===== src/rtl/ps2_scancode_decoder.sv =====
// ps2_scancode_decoder
//   Turns the raw PS/2 set-2 byte stream into key events. Prefix bytes
//   (E0 extended, F0 break, E1 pause) are absorbed by a small FSM. Each
//   complete key event is queued in a first-word fall-through FIFO as
//   {ext, break, code, ascii}. The decoder also tracks the shift keys and
//   the caps-lock toggle.
//
// Ports
//   clk, reset          single clock, asynchronous active-high reset
//   byte_data/_valid    received byte and its one-cycle strobe (no backpressure)
//   ev_valid/ev_ready   FIFO head handshake; pop on ev_valid & ev_ready
//   ev_code/ext/break   head scancode with prefix information
//   ev_ascii            head ASCII value (0x00 when none)
//   shift_o, caps_o     live modifier state
//   overflow            sticky flag: an event was dropped on a full FIFO
//
// Configuration
//   PS2_DECODER_ASCII_EN  when defined, a set-2 to ASCII table fills ev_ascii
//                         for non-extended make events; otherwise ev_ascii is 0.
module ps2_scancode_decoder #(
    parameter int FIFO_DEPTH = 4
) (
    input  logic       clk,
    input  logic       reset,
    input  logic [7:0] byte_data,
    input  logic       byte_valid,
    output logic       ev_valid,
    input  logic       ev_ready,
    output logic [7:0] ev_code,
    output logic       ev_ext,
    output logic       ev_break,
    output logic [7:0] ev_ascii,
    output logic       shift_o,
    output logic       caps_o,
    output logic       overflow
);
    localparam int PW = (FIFO_DEPTH > 1) ? $clog2(FIFO_DEPTH) : 1;
    localparam int CW = $clog2(FIFO_DEPTH + 1);
    localparam logic [CW-1:0] FULL_CNT = CW'(FIFO_DEPTH);

    typedef enum logic [2:0] {S_IDLE, S_E0, S_F0, S_E0F0, S_PAUSE} state_t;

    state_t        state_q, state_d;
    logic [2:0]    skip_q, skip_d;
    logic          lsh_q, lsh_d, rsh_q, rsh_d, caps_q, caps_d;
    logic          ovf_q;
    logic [17:0]   mem_q [FIFO_DEPTH];
    logic [PW-1:0] wr_q, rd_q;
    logic [CW-1:0] cnt_q;

    logic          push, pop, full, wr_en;
    logic          new_ext, new_brk;
    logic [7:0]    new_code, new_ascii;

    function automatic logic is_prefix(input logic [7:0] b);
        return (b == 8'hE0) || (b == 8'hF0) || (b == 8'hE1);
    endfunction

    // Controller replies and idle filler bytes that never form an event.
    function automatic logic is_discard(input logic [7:0] b);
        return b inside {8'hAA, 8'hFA, 8'hFE, 8'hEE, 8'h00, 8'hFF};
    endfunction

`ifdef PS2_DECODER_ASCII_EN
    function automatic logic [7:0] to_ascii(input logic [7:0] code,
                                            input logic shift, input logic caps);
        logic [7:0] a;
        a = 8'h00;
        case (code)
            8'h1C: a = "a";  8'h32: a = "b";  8'h21: a = "c";  8'h23: a = "d";
            8'h24: a = "e";  8'h2B: a = "f";  8'h34: a = "g";  8'h33: a = "h";
            8'h43: a = "i";  8'h3B: a = "j";  8'h42: a = "k";  8'h4B: a = "l";
            8'h3A: a = "m";  8'h31: a = "n";  8'h44: a = "o";  8'h4D: a = "p";
            8'h15: a = "q";  8'h2D: a = "r";  8'h1B: a = "s";  8'h2C: a = "t";
            8'h3C: a = "u";  8'h2A: a = "v";  8'h1D: a = "w";  8'h22: a = "x";
            8'h35: a = "y";  8'h1A: a = "z";
            8'h16: a = shift ? "!" : "1";  8'h1E: a = shift ? "@" : "2";
            8'h26: a = shift ? "#" : "3";  8'h25: a = shift ? "$" : "4";
            8'h2E: a = shift ? "%" : "5";  8'h36: a = shift ? "^" : "6";
            8'h3D: a = shift ? "&" : "7";  8'h3E: a = shift ? "*" : "8";
            8'h46: a = shift ? "(" : "9";  8'h45: a = shift ? ")" : "0";
            8'h29: a = 8'h20;
            8'h5A: a = 8'h0D;
            8'h66: a = 8'h08;
            default: a = 8'h00;
        endcase
        // Letters follow shift XOR caps; digits ignore caps.
        if (a >= 8'h61 && a <= 8'h7A && (shift ^ caps))
            a = a - 8'h20;
        return a;
    endfunction
`endif

    // Prefix decode and modifier next-state
    always_comb begin
        state_d  = state_q;
        skip_d   = skip_q;
        push     = 1'b0;
        new_ext  = 1'b0;
        new_brk  = 1'b0;
        new_code = byte_data;
        if (byte_valid) begin
            case (state_q)
                S_IDLE: begin
                    if (byte_data == 8'hE0)      state_d = S_E0;
                    else if (byte_data == 8'hF0) state_d = S_F0;
                    else if (byte_data == 8'hE1) begin
                        state_d = S_PAUSE;
                        skip_d  = 3'd7;
                    end else if (!is_discard(byte_data)) push = 1'b1;
                end
                S_E0: begin
                    if (byte_data == 8'hF0) state_d = S_E0F0;
                    else begin
                        state_d = S_IDLE;
                        if (!is_prefix(byte_data) && !is_discard(byte_data)) begin
                            push    = 1'b1;
                            new_ext = 1'b1;
                        end
                    end
                end
                S_F0, S_E0F0: begin
                    state_d = S_IDLE;
                    if (!is_prefix(byte_data) && !is_discard(byte_data)) begin
                        push    = 1'b1;
                        new_brk = 1'b1;
                        new_ext = (state_q == S_E0F0);
                    end
                end
                S_PAUSE: begin
                    // The pause key sends E1 plus seven bytes and has no break.
                    if (skip_q == 3'd1) begin
                        state_d  = S_IDLE;
                        skip_d   = 3'd0;
                        push     = 1'b1;
                        new_ext  = 1'b1;
                        new_code = 8'h77;
                    end else begin
                        skip_d = skip_q - 3'd1;
                    end
                end
                default: state_d = S_IDLE;
            endcase
        end

`ifdef PS2_DECODER_ASCII_EN
        // Uses modifier state from before this event's own update.
        new_ascii = (push && !new_ext && !new_brk) ?
                    to_ascii(new_code, lsh_q | rsh_q, caps_q) : 8'h00;
`else
        new_ascii = 8'h00;
`endif

        lsh_d  = lsh_q;
        rsh_d  = rsh_q;
        caps_d = caps_q;
        if (push && !new_ext) begin
            if (new_code == 8'h12) lsh_d = !new_brk;
            if (new_code == 8'h59) rsh_d = !new_brk;
            if (new_code == 8'h58 && !new_brk) caps_d = !caps_q;
        end
    end

    assign full  = (cnt_q == FULL_CNT);
    assign pop   = ev_valid && ev_ready;
    // A pop in the same cycle frees the slot, so a full FIFO still accepts.
    assign wr_en = push && (!full || pop);

    always_ff @(posedge clk or posedge reset) begin
        if (reset) begin
            state_q <= S_IDLE;
            skip_q  <= 3'd0;
            lsh_q   <= 1'b0;
            rsh_q   <= 1'b0;
            caps_q  <= 1'b0;
            ovf_q   <= 1'b0;
            wr_q    <= '0;
            rd_q    <= '0;
            cnt_q   <= '0;
        end else begin
            state_q <= state_d;
            skip_q  <= skip_d;
            lsh_q   <= lsh_d;
            rsh_q   <= rsh_d;
            caps_q  <= caps_d;
            if (push && full && !pop) ovf_q <= 1'b1;
            if (wr_en) wr_q <= wr_q + PW'(1);
            if (pop)   rd_q <= rd_q + PW'(1);
            cnt_q <= cnt_q + CW'(wr_en) - CW'(pop);
        end
    end

    // Storage needs no reset; the head is masked while the FIFO is empty.
    always_ff @(posedge clk) begin
        if (wr_en) mem_q[wr_q] <= {new_ext, new_brk, new_code, new_ascii};
    end

    assign ev_valid = (cnt_q != '0);
    assign ev_ext   = ev_valid ? mem_q[rd_q][17]    : 1'b0;
    assign ev_break = ev_valid ? mem_q[rd_q][16]    : 1'b0;
    assign ev_code  = ev_valid ? mem_q[rd_q][15:8]  : 8'h00;
    assign ev_ascii = ev_valid ? mem_q[rd_q][7:0]   : 8'h00;
    assign shift_o  = lsh_q | rsh_q;
    assign caps_o   = caps_q;
    assign overflow = ovf_q;
endmodule


===== config.mk =====
export PLATFORM = sky130hd
export DESIGN_NAME = ps2_scancode_decoder
export DESIGN_NICKNAME = d
export VERILOG_FILES = /design/src/rtl/ps2_scancode_decoder.sv
export SDC_FILE = /design/constraint.sdc
export NUM_CORES = 1
export LEC_CHECK = 0
export ABC_AREA = 1
export BUFFER_PORTS_ARGS = -buffer_cell sky130_fd_sc_hd__buf_2
export CORE_UTILIZATION = 45
export DETAILED_ROUTE_END_ITERATION = 8
export SKIP_LAST_GASP = 1
export SLEW_MARGIN = 20
export SYNTH_ARGS = -nofsm -noshare
export SYNTH_HDL_FRONTEND = slang
export SYNTH_SLANG_ARGS = --single-unit

===== constraint.sdc =====
create_clock -name clk -period 2.65 [get_ports clk]
set_input_delay 0.795 -clock clk [delete_from_list [all_inputs] [get_ports clk]]
set_output_delay 0.795 -clock clk [all_outputs]
set_load 0.005 [all_outputs]

==> impl_metrics.csv <==
group,metric,value,unit
yosys,synth_top_cells_by_area,"edfxtp_1 (41%), dfrtp_1 (14%), nor2_1 (8.5%), nand2_1 (4.6%), inv_1 (4.2%)",
route,dr.pass1.iters,4,
floorplan,dieWidth,83.13,µm
grt,overflow,0,
power_and_ir_drop,p_leak,1.583,nW
setup_path,end_kind,"register",
route,vias,2151,
placement,dp.cells,429,
grt,track_usage,0.1837,
timing,fin_skew,0.008469,ns
floorplan,core_area,6350,µm²
status,status,"completed",
floorplan,die_area,6910,µm²
route,drt-initial-drc-count,142,
timing,final_max_slew_viol_count,0,
yosys,netlist_instances,312,
min_path,hold_path.class,"reg -> reg",
finish,nFillCells,549,
clocking,cts_root_buf,"clkbuf_8",
setup_path,rr_worst_depth,13,
finish,fin_util,0.5746,
route,viasPerCell,4.834,
clocking,h-tree-depth,3,
setup_path,path_max_fanout,5,
timing,finalHoldViolCount,0,
timing,fin_setup_tns,0,ns
timing,rsz0062_at_grt,"no",
yosys,yosys.area.top_type_share,0.4056,
power_and_ir_drop,power.density,980.8,nW/µm²
route,wl_per_cell,12.80,µm
finish,fin_nets,384,
timing,min_period,2.536,ns
yosys,ys_async_sr_fraction,0.2982,
power_and_ir_drop,peakVddDrop,0.5686,mV
placement,hpwl,4.045,mm
setup_path,arrival,2.74,ns
route,drc,0,
setup_path,criticalPathCategory,"in -> reg",
yosys,synth_common_cells,"nor2_1 (67), edfxtp_1 (40), nand2_1 (36), inv_1 (33), o21ai_0 (21)",
setup_path,reg2reg_to,"cnt_q[2]$_DFF_PP0_",
clocking,ctsHoldBuffers,0,
yosys,synth_ff_type,"edfxtp_1",
setup_path,start_kind,"primary input",
grt,antenna_found_initial,0,
yosys,synth_most_common_cell,"nor2_1",
timing,tightest_slew,0.6809,ns
finish,finalInstanceArea,3649,µm²
finish,areaGrowthSynthToFinish,23.19,%
clocking,cts.sinks,57,
setup_path,reg2reg_slack,0.38,ns
min_path,hold_path_end,"lsh_q$_DFFE_PP0P_",
floorplan,ios,34,
clocking,ctsResizeCount,0,
clocking,clk_pin_slew,0.07,ns
min_path,hold_path_depth,2,
floorplan,fp.dieH,83.13,µm
setup_path,r2r-start,"skip_q[1]$_DFFE_PP0P_",
grt,grt_pass1_vias,2159,
yosys,synth-seq-cells,57,
yosys,synth_edf_count,40,
yosys,synth_seq_area_share,0.5492,
clocking,clock_path_buffers,2,
clocking,cts_tree,"yes",
timing,setup_violations,0,
placement,numPortBuffers,25,
floorplan,num_rows,29,
yosys,synth_area,2962,µm²
finish,n_antenna_cell,0,
grt,grt_max_degree,23,
route,ant_nets,0,
yosys,syn_avg_cell_area,9.492,µm²
clocking,cts_setup_buffers,0,
grt,grt_pass1_wl,9.846,mm
yosys,synth_cell_types,38,
clocking,clock_latency,0.32,ns
route,routed_wl,5.695,mm
timing,clock.fmax,394.4,MHz
timing,fin_crit_sh,0.9569,
placement,place_congestion,0.7913,
finish,stdcell_count,445,
min_path,hp-start,"lsh_q$_DFFE_PP0P_",
finish,drive_gt1_frac,0.2962,
clocking,cts_inserted_buffers,9,
placement,place_area,3392,µm²
floorplan,start_util,0.4664,
timing,slew_headroom,0.5456,
yosys,yosysTopAreaCell,"edfxtp_1",
flow_run,cap_viol_max_count,0,
setup_path,crit_required,2.86,ns
yosys,yosys_warnings,0,
critical path, stage by stage:
cell and delay (ns):
buf_2 0.17, nor2_2 0.07, nand2_2 0.10, o21ai_1 0.08
nor2_2 0.15, nand3_4 0.11, nand2_4 0.09, nand2_4 0.06
ha_4 0.26, inv_2 0.03, ha_4 0.15, fa_2 0.37
xnor2_2 0.15, xor2_1 0.16
sequential cells by signal, indices dropped and copies added (netlist names):
| name | count |
|---|---|
| skip_q | 3 |
| rsh_q | 1 |
| lsh_q | 1 |
| cnt_q | 3 |
| rd_q | 2 |
| caps_o | 1 |
| state_q | 3 |
| overflow | 1 |
| mem_q | 40 |
| wr_q | 2 |
worst max path at each step:
| stage | start | to | slack, ns | cells after the start |
|---|---|---|---|---|
| after floorplan | byte_data[6] | cnt_q[2]$_DFF_PP0_ | -0.03 | 14 |
| after global placement | byte_data[3] | cnt_q[2]$_DFF_PP0_ | -0.21 | 14 |
| after detailed placement | byte_data[3] | cnt_q[2]$_DFF_PP0_ | -0.27 | 14 |
| after CTS | byte_data[3] | cnt_q[2]$_DFF_PP0_ | 0.07 | 14 |
| after global routing | byte_data[2] | cnt_q[2]$_DFF_PP0_ | 0.002 | 16 |
| final | byte_data[3] | cnt_q[2]$_DFF_PP0_ | 0.11 | 14 |
where the power goes:
group,switching [mW],internal [mW]
Combinational,0.771,0.521
Sequential,0.0874,1.15
Clock,0.333,0.712
per-stage QoR:
stage               setup WS, ns  total power [mW]  hold slack (ns)
finish                    0.1143             3.578           0.4815
global route            0.002399             3.850           0.5204
CTS                      0.07197             3.627           0.4907
detailed placement       -0.2740             2.573           0.4723
global placement         -0.2092             2.531           0.4535
floorplan               -0.02800             2.150           0.4414
cells in the final DEF, fill, tap and decap left out, types with 2 or more instances in the layout:
master	synthesis	final
nor3_1	2	2
nand3_1	8	8
nand2_4	3	4
o31ai_1	2	2
bufinv_16	0	4
nand4_1	4	4
inv_6	0	2
clkinv_1	0	2
dfrtp_1	17	17
nor2_1	67	64
nand2_2	6	11
conb_1	1	8
inv_1	33	30
clkbuf_8	0	9
a21oi_1	14	14
nand2_1	36	29
o211ai_1	2	2
nor2_4	2	3
o21ai_1	2	2
inv_2	6	5
ha_1	8	6
edfxtp_1	40	40
buf_2	0	25
xor2_1	4	4
buf_4	8	24
nor2_2	5	7
o21ai_0	21	21
ha_4	0	2
cell type report:
class | instances | area [µm²] | area share
clock buffer | 9 | 123.9 | 0.03395
inverter | 39 | 162.7 | 0.04458
timing repair buffer | 49 | 305.3 | 0.08368
tap | 77 | 96.34 | 0.02641
multi-input combinational | 207 | 1201 | 0.3292
sequential | 57 | 1627 | 0.4458
clock inverter | 7 | 132.6 | 0.03635
logic make-up after synthesis:
kind of cell               after synthesis  share of synthesized area
AOI/OAI and AO/OA                       45                    0.08661
xor gates and xnor gates                 5                    0.01479
adders and majority gates                9                    0.04056
buffers and inverters                   55                    0.08238
DFF                                     57                     0.5492
other                                    1                   0.001266
and+or+nand+nor                        140                     0.2252
per-layer routing:
| layer | track usage | wire length, µm |
|---|---|---|
| met1 | 0.2259 | 2590 |
| met2 | 0.3189 | 2900 |
| met3 | 0.03380 | 119 |
| met4 | 0.07367 | 84 |
| met5 | 0 | 0 |
Note: power is estimated with default switching activity, not from simulation.
